$ cat config.mk
export PLATFORM = sky130hd
export DESIGN_NAME = pwm_duty_ctrl
export DESIGN_NICKNAME = d
export VERILOG_FILES = /design/src/rtl/pwm_duty_ctrl.sv
export SDC_FILE = /design/constraint.sdc
export NUM_CORES = 1
export LEC_CHECK = 0
export CAP_MARGIN = 25
export CORE_MARGIN = 5
export CORE_UTILIZATION = 50
export DETAILED_ROUTE_END_ITERATION = 12
export GPL_TIMING_DRIVEN = 0
export PLACE_DENSITY = 0.83
export SYNTH_ARGS = -nofsm -noshare
export SYNTH_HDL_FRONTEND = slang
export SYNTH_SLANG_ARGS = --single-unit
export TNS_END_PERCENT = 1
$ cat constraint.sdc
create_clock -name clk -period 2.05 [get_ports clk]
set_clock_uncertainty 0.05 [all_clocks]
set_input_delay 0.615 -clock clk [delete_from_list [all_inputs] [get_ports clk]]
set_output_delay 0.615 -clock clk [all_outputs]
set_load 0.01 [all_outputs]
$ cat src/rtl/pwm_duty_ctrl.sv
// Button-driven duty controller: tick-sampled debounce, inc/dec arbitration, clamped duty.
// Optional auto-repeat while a button is held: define PWM_DUTY_AUTOREPEAT_EN.
module pwm_duty_ctrl #(
  parameter int TICK_DIV     = 4,
  parameter int DUTY_MIN     = 1,
  parameter int DUTY_MAX     = 9,
  parameter int DUTY_RST     = 5,
  parameter int REPEAT_TICKS = 3
) (
  input  logic       clk,
  input  logic       rst,
  input  logic       inc_btn,
  input  logic       dec_btn,
  output logic [3:0] duty,
  output logic       inc_pulse,
  output logic       dec_pulse,
  output logic       at_max,
  output logic       at_min
);

  // state    | meaning
  // IDLE     | no debounced button, next press steps once
  // HOLD_INC | increase held, waiting for release (or repeating)
  // HOLD_DEC | decrease held, waiting for release (or repeating)
  // LOCK     | both held, no steps until both released
  typedef enum logic [1:0] {IDLE, HOLD_INC, HOLD_DEC, LOCK} state_t;

  localparam int TW = $clog2(TICK_DIV);
  localparam logic [TW-1:0] TICK_LAST = TW'(TICK_DIV - 1);
  localparam logic [3:0] D_MIN = 4'(DUTY_MIN);
  localparam logic [3:0] D_MAX = 4'(DUTY_MAX);
  localparam logic [3:0] D_RST = 4'(DUTY_RST);

  logic [TW-1:0] tick_cnt;
  logic          tick;
  logic [1:0]    inc_s, dec_s;
  logic          inc_db, dec_db;
  logic          can_inc, can_dec;
  state_t        state;

`ifdef PWM_DUTY_AUTOREPEAT_EN
  localparam int RW = $clog2(REPEAT_TICKS + 1);
  localparam logic [RW-1:0] RPT_LAST = RW'(REPEAT_TICKS - 1);
  logic [RW-1:0] rpt_cnt;
`endif

  assign tick    = (tick_cnt == TICK_LAST);
  assign inc_db  = &inc_s;
  assign dec_db  = &dec_s;
  assign can_inc = (duty < D_MAX);
  assign can_dec = (duty > D_MIN);
  assign at_max  = (duty == D_MAX);
  assign at_min  = (duty == D_MIN);

  always_ff @(posedge clk or posedge rst) begin
    if (rst) begin
      tick_cnt <= '0;
      inc_s    <= 2'b00;
      dec_s    <= 2'b00;
    end else if (tick) begin
      tick_cnt <= '0;
      inc_s    <= {inc_s[0], inc_btn};
      dec_s    <= {dec_s[0], dec_btn};
    end else begin
      tick_cnt <= tick_cnt + 1'b1;
    end
  end

  // FSM sees the debounced levels from before this tick's sample shift.
  always_ff @(posedge clk or posedge rst) begin
    if (rst) begin
      state     <= IDLE;
      duty      <= D_RST;
      inc_pulse <= 1'b0;
      dec_pulse <= 1'b0;
`ifdef PWM_DUTY_AUTOREPEAT_EN
      rpt_cnt   <= '0;
`endif
    end else begin
      inc_pulse <= 1'b0;
      dec_pulse <= 1'b0;
      if (tick) begin
        case (state)
          IDLE: begin
            if (inc_db && dec_db) begin
              state <= LOCK;
            end else if (inc_db) begin
              state <= HOLD_INC;
`ifdef PWM_DUTY_AUTOREPEAT_EN
              rpt_cnt <= '0;
`endif
              if (can_inc) begin
                duty      <= duty + 4'd1;
                inc_pulse <= 1'b1;
              end
            end else if (dec_db) begin
              state <= HOLD_DEC;
`ifdef PWM_DUTY_AUTOREPEAT_EN
              rpt_cnt <= '0;
`endif
              if (can_dec) begin
                duty      <= duty - 4'd1;
                dec_pulse <= 1'b1;
              end
            end
          end
          HOLD_INC: begin
            if (!inc_db) state <= IDLE;
            else if (dec_db) state <= LOCK;
`ifdef PWM_DUTY_AUTOREPEAT_EN
            else if (rpt_cnt == RPT_LAST) begin
              rpt_cnt <= '0;
              if (can_inc) begin
                duty      <= duty + 4'd1;
                inc_pulse <= 1'b1;
              end
            end else begin
              rpt_cnt <= rpt_cnt + 1'b1;
            end
`endif
          end
          HOLD_DEC: begin
            if (!dec_db) state <= IDLE;
            else if (inc_db) state <= LOCK;
`ifdef PWM_DUTY_AUTOREPEAT_EN
            else if (rpt_cnt == RPT_LAST) begin
              rpt_cnt <= '0;
              if (can_dec) begin
                duty      <= duty - 4'd1;
                dec_pulse <= 1'b1;
              end
            end else begin
              rpt_cnt <= rpt_cnt + 1'b1;
            end
`endif
          end
          LOCK: begin
            if (!inc_db && !dec_db) state <= IDLE;
          end
          default: state <= IDLE;
        endcase
      end
    end
  end

endmodule

---- After elaboration in Yosys (flattened, before gate mapping) ----
Index checks and enable logic that the tools add are counted.
storage, ports and cells
  output and inout port bits .............. 8
  input port bits ......................... 4
  bits in registers ....................... 14
cells by class
  bitwise gates (word level) .............. 1
  equality and inequality tests ........... 11
  multiplexer cells ....................... 25
  add/subtract/negate cells ............... 3
  reductions and logical operators ........ 11
  $lt $le $gt $ge ......................... 2
operators with widths
  kind                                                                              count
  2-bit 2-to-1 mux                                                                  9
  4-bit 2-to-1 mux                                                                  4
  1-bit 2-to-1 mux                                                                  11
  2-bit one-hot mux with 4 select lines                                             1
  2-bit equality test (second input constant)                                       3
  3-bit != test (second input constant)                                             2
  6-bit AND reduction                                                               1
  5-bit AND reduction                                                               1
  4-bit by 1-bit adder with 4-bit output (second input constant)                    1
  4-bit by 1-bit equality test with 1-bit output (second input constant)            1
  4-bit equality test (second input constant)                                       1
  4-bit by 1-bit greater-than comparator with 1-bit output (second input constant)  1
  4-bit less-than comparator (second input constant)                                1
  4-bit != test (second input constant)                                             1
  2-bit AND reduction                                                               2
  2-bit nonzero test                                                                2
  4-bit by 1-bit subtractor with 4-bit output (second input constant)               1
  2-bit by 1-bit adder with 2-bit output (second input constant)                    1
  2-bit by 1-bit equality test with 1-bit output (second input constant)            1
  1-bit logical AND                                                                 2
  1-bit zero test                                                                   2
  2-bit zero test                                                                   1
  2-bit by 1-bit != test with 1-bit output (second input constant)                  1
  2-bit != test (second input constant)                                             1
  1-bit inverter                                                                    1

---- Depth between registers and ports, before layout ----
  word-level depth ........................ 7
  gate-level depth with buffers ........... 6
  depth with buffers taken out ............ 6

---- Worst setup path before layout ----
No wires, ideal clock.
  kind .................................... flip-flop to output port
  start ................................... register duty[0]
  end ..................................... output at_min
  path buffers ............................ 0
  arrival time ............................ 1.096 ns
  setup slack ............................. 0.289 ns
  stages on the path, launching flop included .. 3
  cells stage by stage .................... dfstp_2 > ha_1 > nor3b_1
on the way
  cells in the longest elaborated chain, start to end .. 1
ends and longest elaborated chain
  element                                         line  RTL
  from (decl)                                     14    output logic [3:0] duty,
  from (signal assigned)                          93    duty <= duty + 4'd1;
  from (signal assigned)                          102   duty <= duty - 4'd1;
  4-bit by 1-bit equality test with 1-bit output  53    assign at_min = (duty == D_MIN);
  to (decl)                                       18    output logic at_min
Every way passes these cells.

---- Worst setup path in the final report ----
  start ................................... register duty[3]
  end ..................................... output duty[3]
No word-level cell between the ends.

==> results.md <==
Drt:
- The highest metal layer carrying signal wires in the routed design is met4.
- In this run the remaining antenna-violating nets after routing total 0.
- In the final routed layout, each cell accounts on average for 14.50 um.
- The routed metal-1 wire length is 554 um.
- After detailed routing, the met3 layer carries 77 um of wire.
- In the detailed route, the total length drawn on met2 is 696 um.
- The number of DRC markers after the initial detailed-route iteration is 12.
- In the routed layout, each cell is associated on average with a via count of 5.521.
- The count of vias placed by the detailed router is 519.
- Wires add up to 1363 um.
- The number of design rule violations left after detail routing is 0.
- The first detailed-routing pass ran for 4 iterations.

Clock network:
- The buffer depth of the longest clock path is 2.
- CTS built an H-tree with a depth of 1.
- The CTS tree is yes.
- The sink count of the clock tree is 14.
- Clock-pin slew was measured on the worst setup and hold paths at 90 ps.
- The TritonCTS buffer count is 3.
- Clock latency on the worst-skew pair, taken at its later pin, is 280 ps.
- Clock tree synthesis selected as its root buffer the cell sky130_fd_sc_hd__clkbuf_4.

Power:
- The static leakage power is 0.0004072 uW.
- The sequential share of power is 40.8%.
- The net switching power figure is 346.9 uW.
- The part of the total power dissipated in combinational logic is 39.2%.
- The relative contribution of the clock network to total power is 20.0%.
- The maximum vdd drop is 0.6399 mV.
- The switching share of power is 34.54%.
- Dividing total power by cell area gives a power density of 1076 nW/um^2.
- The internal power summed over all cells is 657.3 uW.

Logic synthesis:
- When the netlist entered floorplanning its net count stood at 69.
- The mean area per synthesized cell is 12.22 um^2.
- Sequential cells were found to cover 47.32% of the synthesized design area.
- The fraction of synthesized cell area taken by the top area cell type is 40.27%.
- Yosys mapped a number of flops with a built-in enable equal to 0.
- The number of storage elements in the synthesis netlist is 14.
- sky130_fd_sc_hd__dfrtp_1 takes more of the synthesized area than any other cell.
- Yosys attributes the largest share of cell area to sky130_fd_sc_hd__dfrtp_1, sky130_fd_sc_hd__mux2_2, sky130_fd_sc_hd__dfstp_2, sky130_fd_sc_hd__ha_1, sky130_fd_sc_hd__xnor2_1.
- Sorting the synthesized cells by how often they occur yields sky130_fd_sc_hd__dfrtp_1, sky130_fd_sc_hd__mux2_2, sky130_fd_sc_hd__nor2_1.
- By instance count, the leading cell after synthesis is sky130_fd_sc_hd__dfrtp_1.
- The number of warnings issued by yosys is 0.
- In the synthesized netlist the dominant register cell turns out to be sky130_fd_sc_hd__dfrtp_1.
- The count of unique library cells instantiated by Yosys is 26.
- The proportion of register bits with asynchronous set or reset after synthesis is 100.0%.
- After synthesis the cells add up to 745.7 um^2.
- Synthesis handed over a netlist of 61 instances.

Setup path:
- STA classifies the critical path endpoint as a primary output.
- The source of the critical timing path is duty[3]$_DFFE_PP0P_.
- The worst reg2reg path depth is 7.
- The critical path startpoint category is a flop.
- The startpoint of the lowest-slack register-to-register path is duty[0]$_DFFE_PP1P_.
- On the critical path the largest part of the delay comes from buffers and inverters.
- In this run the critical register-to-register path is captured at duty[3]$_DFFE_PP0P_.
- In this run the number of cells on the critical path is 1.
- For flop-to-flop paths, the worst setup slack is 230 ps.
- The worst setup path is of the reg -> out kind.
- The combined buffer and inverter count along the critical path is 1.
- The arrival time of data at the critical path endpoint is 1300 ps.
- The signal on the critical path passes through clkdlybuf4s50_1.
- For this design, the slowest cell found on the critical path is sky130_fd_sc_hd__clkdlybuf4s50_1.
- The longest individual stage delay on the worst path is 570 ps.
- The last element of the critical path is duty[3].
- In this run the worst path has a maximum fanout of 6.
- The data required time at the worst endpoint is 1380 ps.

GRT:
- The first global-routing pass estimated 2449 um of wire.
- The number of antenna violations at the first check in global routing came to 0.
- The maximum number of pins on one net before global-route repair is 15.
- The number of global-route vias before repair was 539.
- Global routing consumed, over all layers together, 13.26% of the routing resources.
- Global routing finished with a remaining overflow of 0.

Final layout:
- The sequential cells in the finished layout cover a total of 354.1 um^2.
- Of the cells placed in the final design, the portion with a size suffix greater than 1 is 34.62%.
- The net count of the finished layout is 87.
- In the final layout, the multi-input gates occupy 387.9 um^2.
- The layout has 105 filler cells.
- The repair_antennas step left the layout with diodes totalling 0.
- The layout overhead on the synthesized area is 25.17%.

Floorplanning:
- The floorplan has 14 rows.
- The die covers 2364 um^2.
- From bottom edge to top edge, the die measures 48.62 um.
- The placeable core region is 1454 um^2.
- The x dimension of the die is 48.62 um.
- For this design the top-level I/O count stands at 12.
- For this configuration, the core starts out at a cell density of 51.29%.

Timing:
- The actual transition at the worst max-transition pin is 578.0 ps.
- The max-slew violation count is 0.
- Adding up every negative setup slack in the final design gives 0 ps.
- The worst path needs 1964 ps of the cycle, external delays included.
- Hold timing on the final database bottoms out at a slack of 383.5 ps.
- The number of hold violations in the final report is 0.
- In this run the tightest slew margin relative to its limit is 60.47%.
- The worst path uses 95.79% of the clock period.
- Derived from the worst setup path, the maximum achievable clock frequency is 509.2 MHz.
- Setup violations remaining at the end of the flow were counted as 0.
- Setup repair after global routing left no endpoint under its margin.

Placement:
- The number of input and output port buffers inserted is 11.
- The post-DP HPWL is 904.1 um.
- The global placer's final weighted congestion is 0.7560.

Run:
- The tool flagged a number of max-cap violations equal to 0.

Worst hold path:
- The path class of the tightest hold or removal check is reg -> reg.

Status:
- The flow ran to the end, and the final reports show no timing, DRC or antenna violations.
## layout make-up
type                    instances  share of cell area (%)
plain buffers                   1                   1.206
clock buffers                   4                   3.887
inverters                       3                   1.206
multi-input cells              43                   41.55
flip-flops and latches         14                   37.94
well taps                      16                   2.145
repair buffers                 13                   12.06
## placed cells by master (no fill, tap or decap), types with 2 or more instances in the layout
cell                              synthesis  layout
sky130_fd_sc_hd__clkdlybuf4s50_1          0       7
sky130_fd_sc_hd__inv_1                    3       3
sky130_fd_sc_hd__nor2_1                   5       5
sky130_fd_sc_hd__and2_1                   3       3
sky130_fd_sc_hd__a21oi_1                  4       4
sky130_fd_sc_hd__nand2_1                  2       2
sky130_fd_sc_hd__ha_1                     4       3
sky130_fd_sc_hd__mux2_2                   5       5
sky130_fd_sc_hd__xnor2_1                  4       4
sky130_fd_sc_hd__nand3_1                  2       2
sky130_fd_sc_hd__buf_2                    0       2
sky130_fd_sc_hd__dlygate4sd2_1            0       2
sky130_fd_sc_hd__buf_4                    0       2
sky130_fd_sc_hd__dfrtp_1                 12      11
sky130_fd_sc_hd__dfstp_2                  2       2
sky130_fd_sc_hd__clkbuf_4                 0       3
## power by group through the flow
stage | logic [uW] | registers, uW | clock network, uW
6_report | 393 | 410 | 201
5_1_grt | 438 | 421 | 220
4_1_cts | 401 | 408 | 205
3_5_place_dp | 348 | 423 | 0
3_3_place_gp | 341 | 421 | 0
2_1_floorplan | 197 | 429 | 0
## how the worst min path moves through the flow
stage | startpoint | end | slack [ps] | cells after the start
2_1_floorplan | tick_cnt[0]$_DFF_PP0_ | tick_cnt[0]$_DFF_PP0_ | 350 | 1
3_3_place_gp | tick_cnt[0]$_DFF_PP0_ | tick_cnt[0]$_DFF_PP0_ | 360 | 1
3_5_place_dp | tick_cnt[0]$_DFF_PP0_ | tick_cnt[0]$_DFF_PP0_ | 370 | 1
4_1_cts | tick_cnt[0]$_DFF_PP0_ | tick_cnt[0]$_DFF_PP0_ | 390 | 1
5_1_grt | tick_cnt[0]$_DFF_PP0_ | tick_cnt[0]$_DFF_PP0_ | 430 | 1
6_report | tick_cnt[0]$_DFF_PP0_ | tick_cnt[0]$_DFF_PP0_ | 380 | 1
## logic make-up after synthesis
family          synth area share [%]
fa+ha+maj                      6.712
simple gates                   15.77
flops                          47.32
mux                            8.892
buf+inv                        3.020
xor+xnor                       4.698
compound gates                 13.59
## flip-flops by register name, summed over array words and instances (netlist names)
| name | cells |
|---|---|
| inc_s | 2 |
| tick_cnt | 2 |
| state | 2 |
| dec_s | 2 |
| duty | 4 |
| inc_pulse | 1 |
| dec_pulse | 1 |
## stage by stage
stage          setup WS (ps)  total power, uW  cell area [um^2]  instances  util, %
2_1_floorplan          288.8            625.2             745.7         61        -
3_3_place_gp          -119.6            762.1             875.8         88    60.24
3_5_place_dp          -164.3            770.6             875.8         88    60.24
4_1_cts               -61.97             1013             934.6         94    64.29
5_1_grt                20.41             1079             933.4         94    64.20
6_report               86.32             1004             933.4         94    64.20
## timing repair
item | in CTS | in global routing
pin swaps | 0 | 0
cloned | 0 | 0
resized for setup | 12 | 2
setup buffers | 2 | 0
endpoints found under the setup margin | 5 | 1
hold buffers | 0 | 0
## layer usage
| metal | global-route usage [%] | vias up |
|---|---|---|
| met5 | 0 | - |
| met4 | 9.417 | 0 |
| met3 | 1.840 | 4 |
| met2 | 22.17 | 24 |
| met1 | 15.25 | 242 |
| li1 | - | 249 |
No activity file was read; power rests on OpenSTA's default activity.
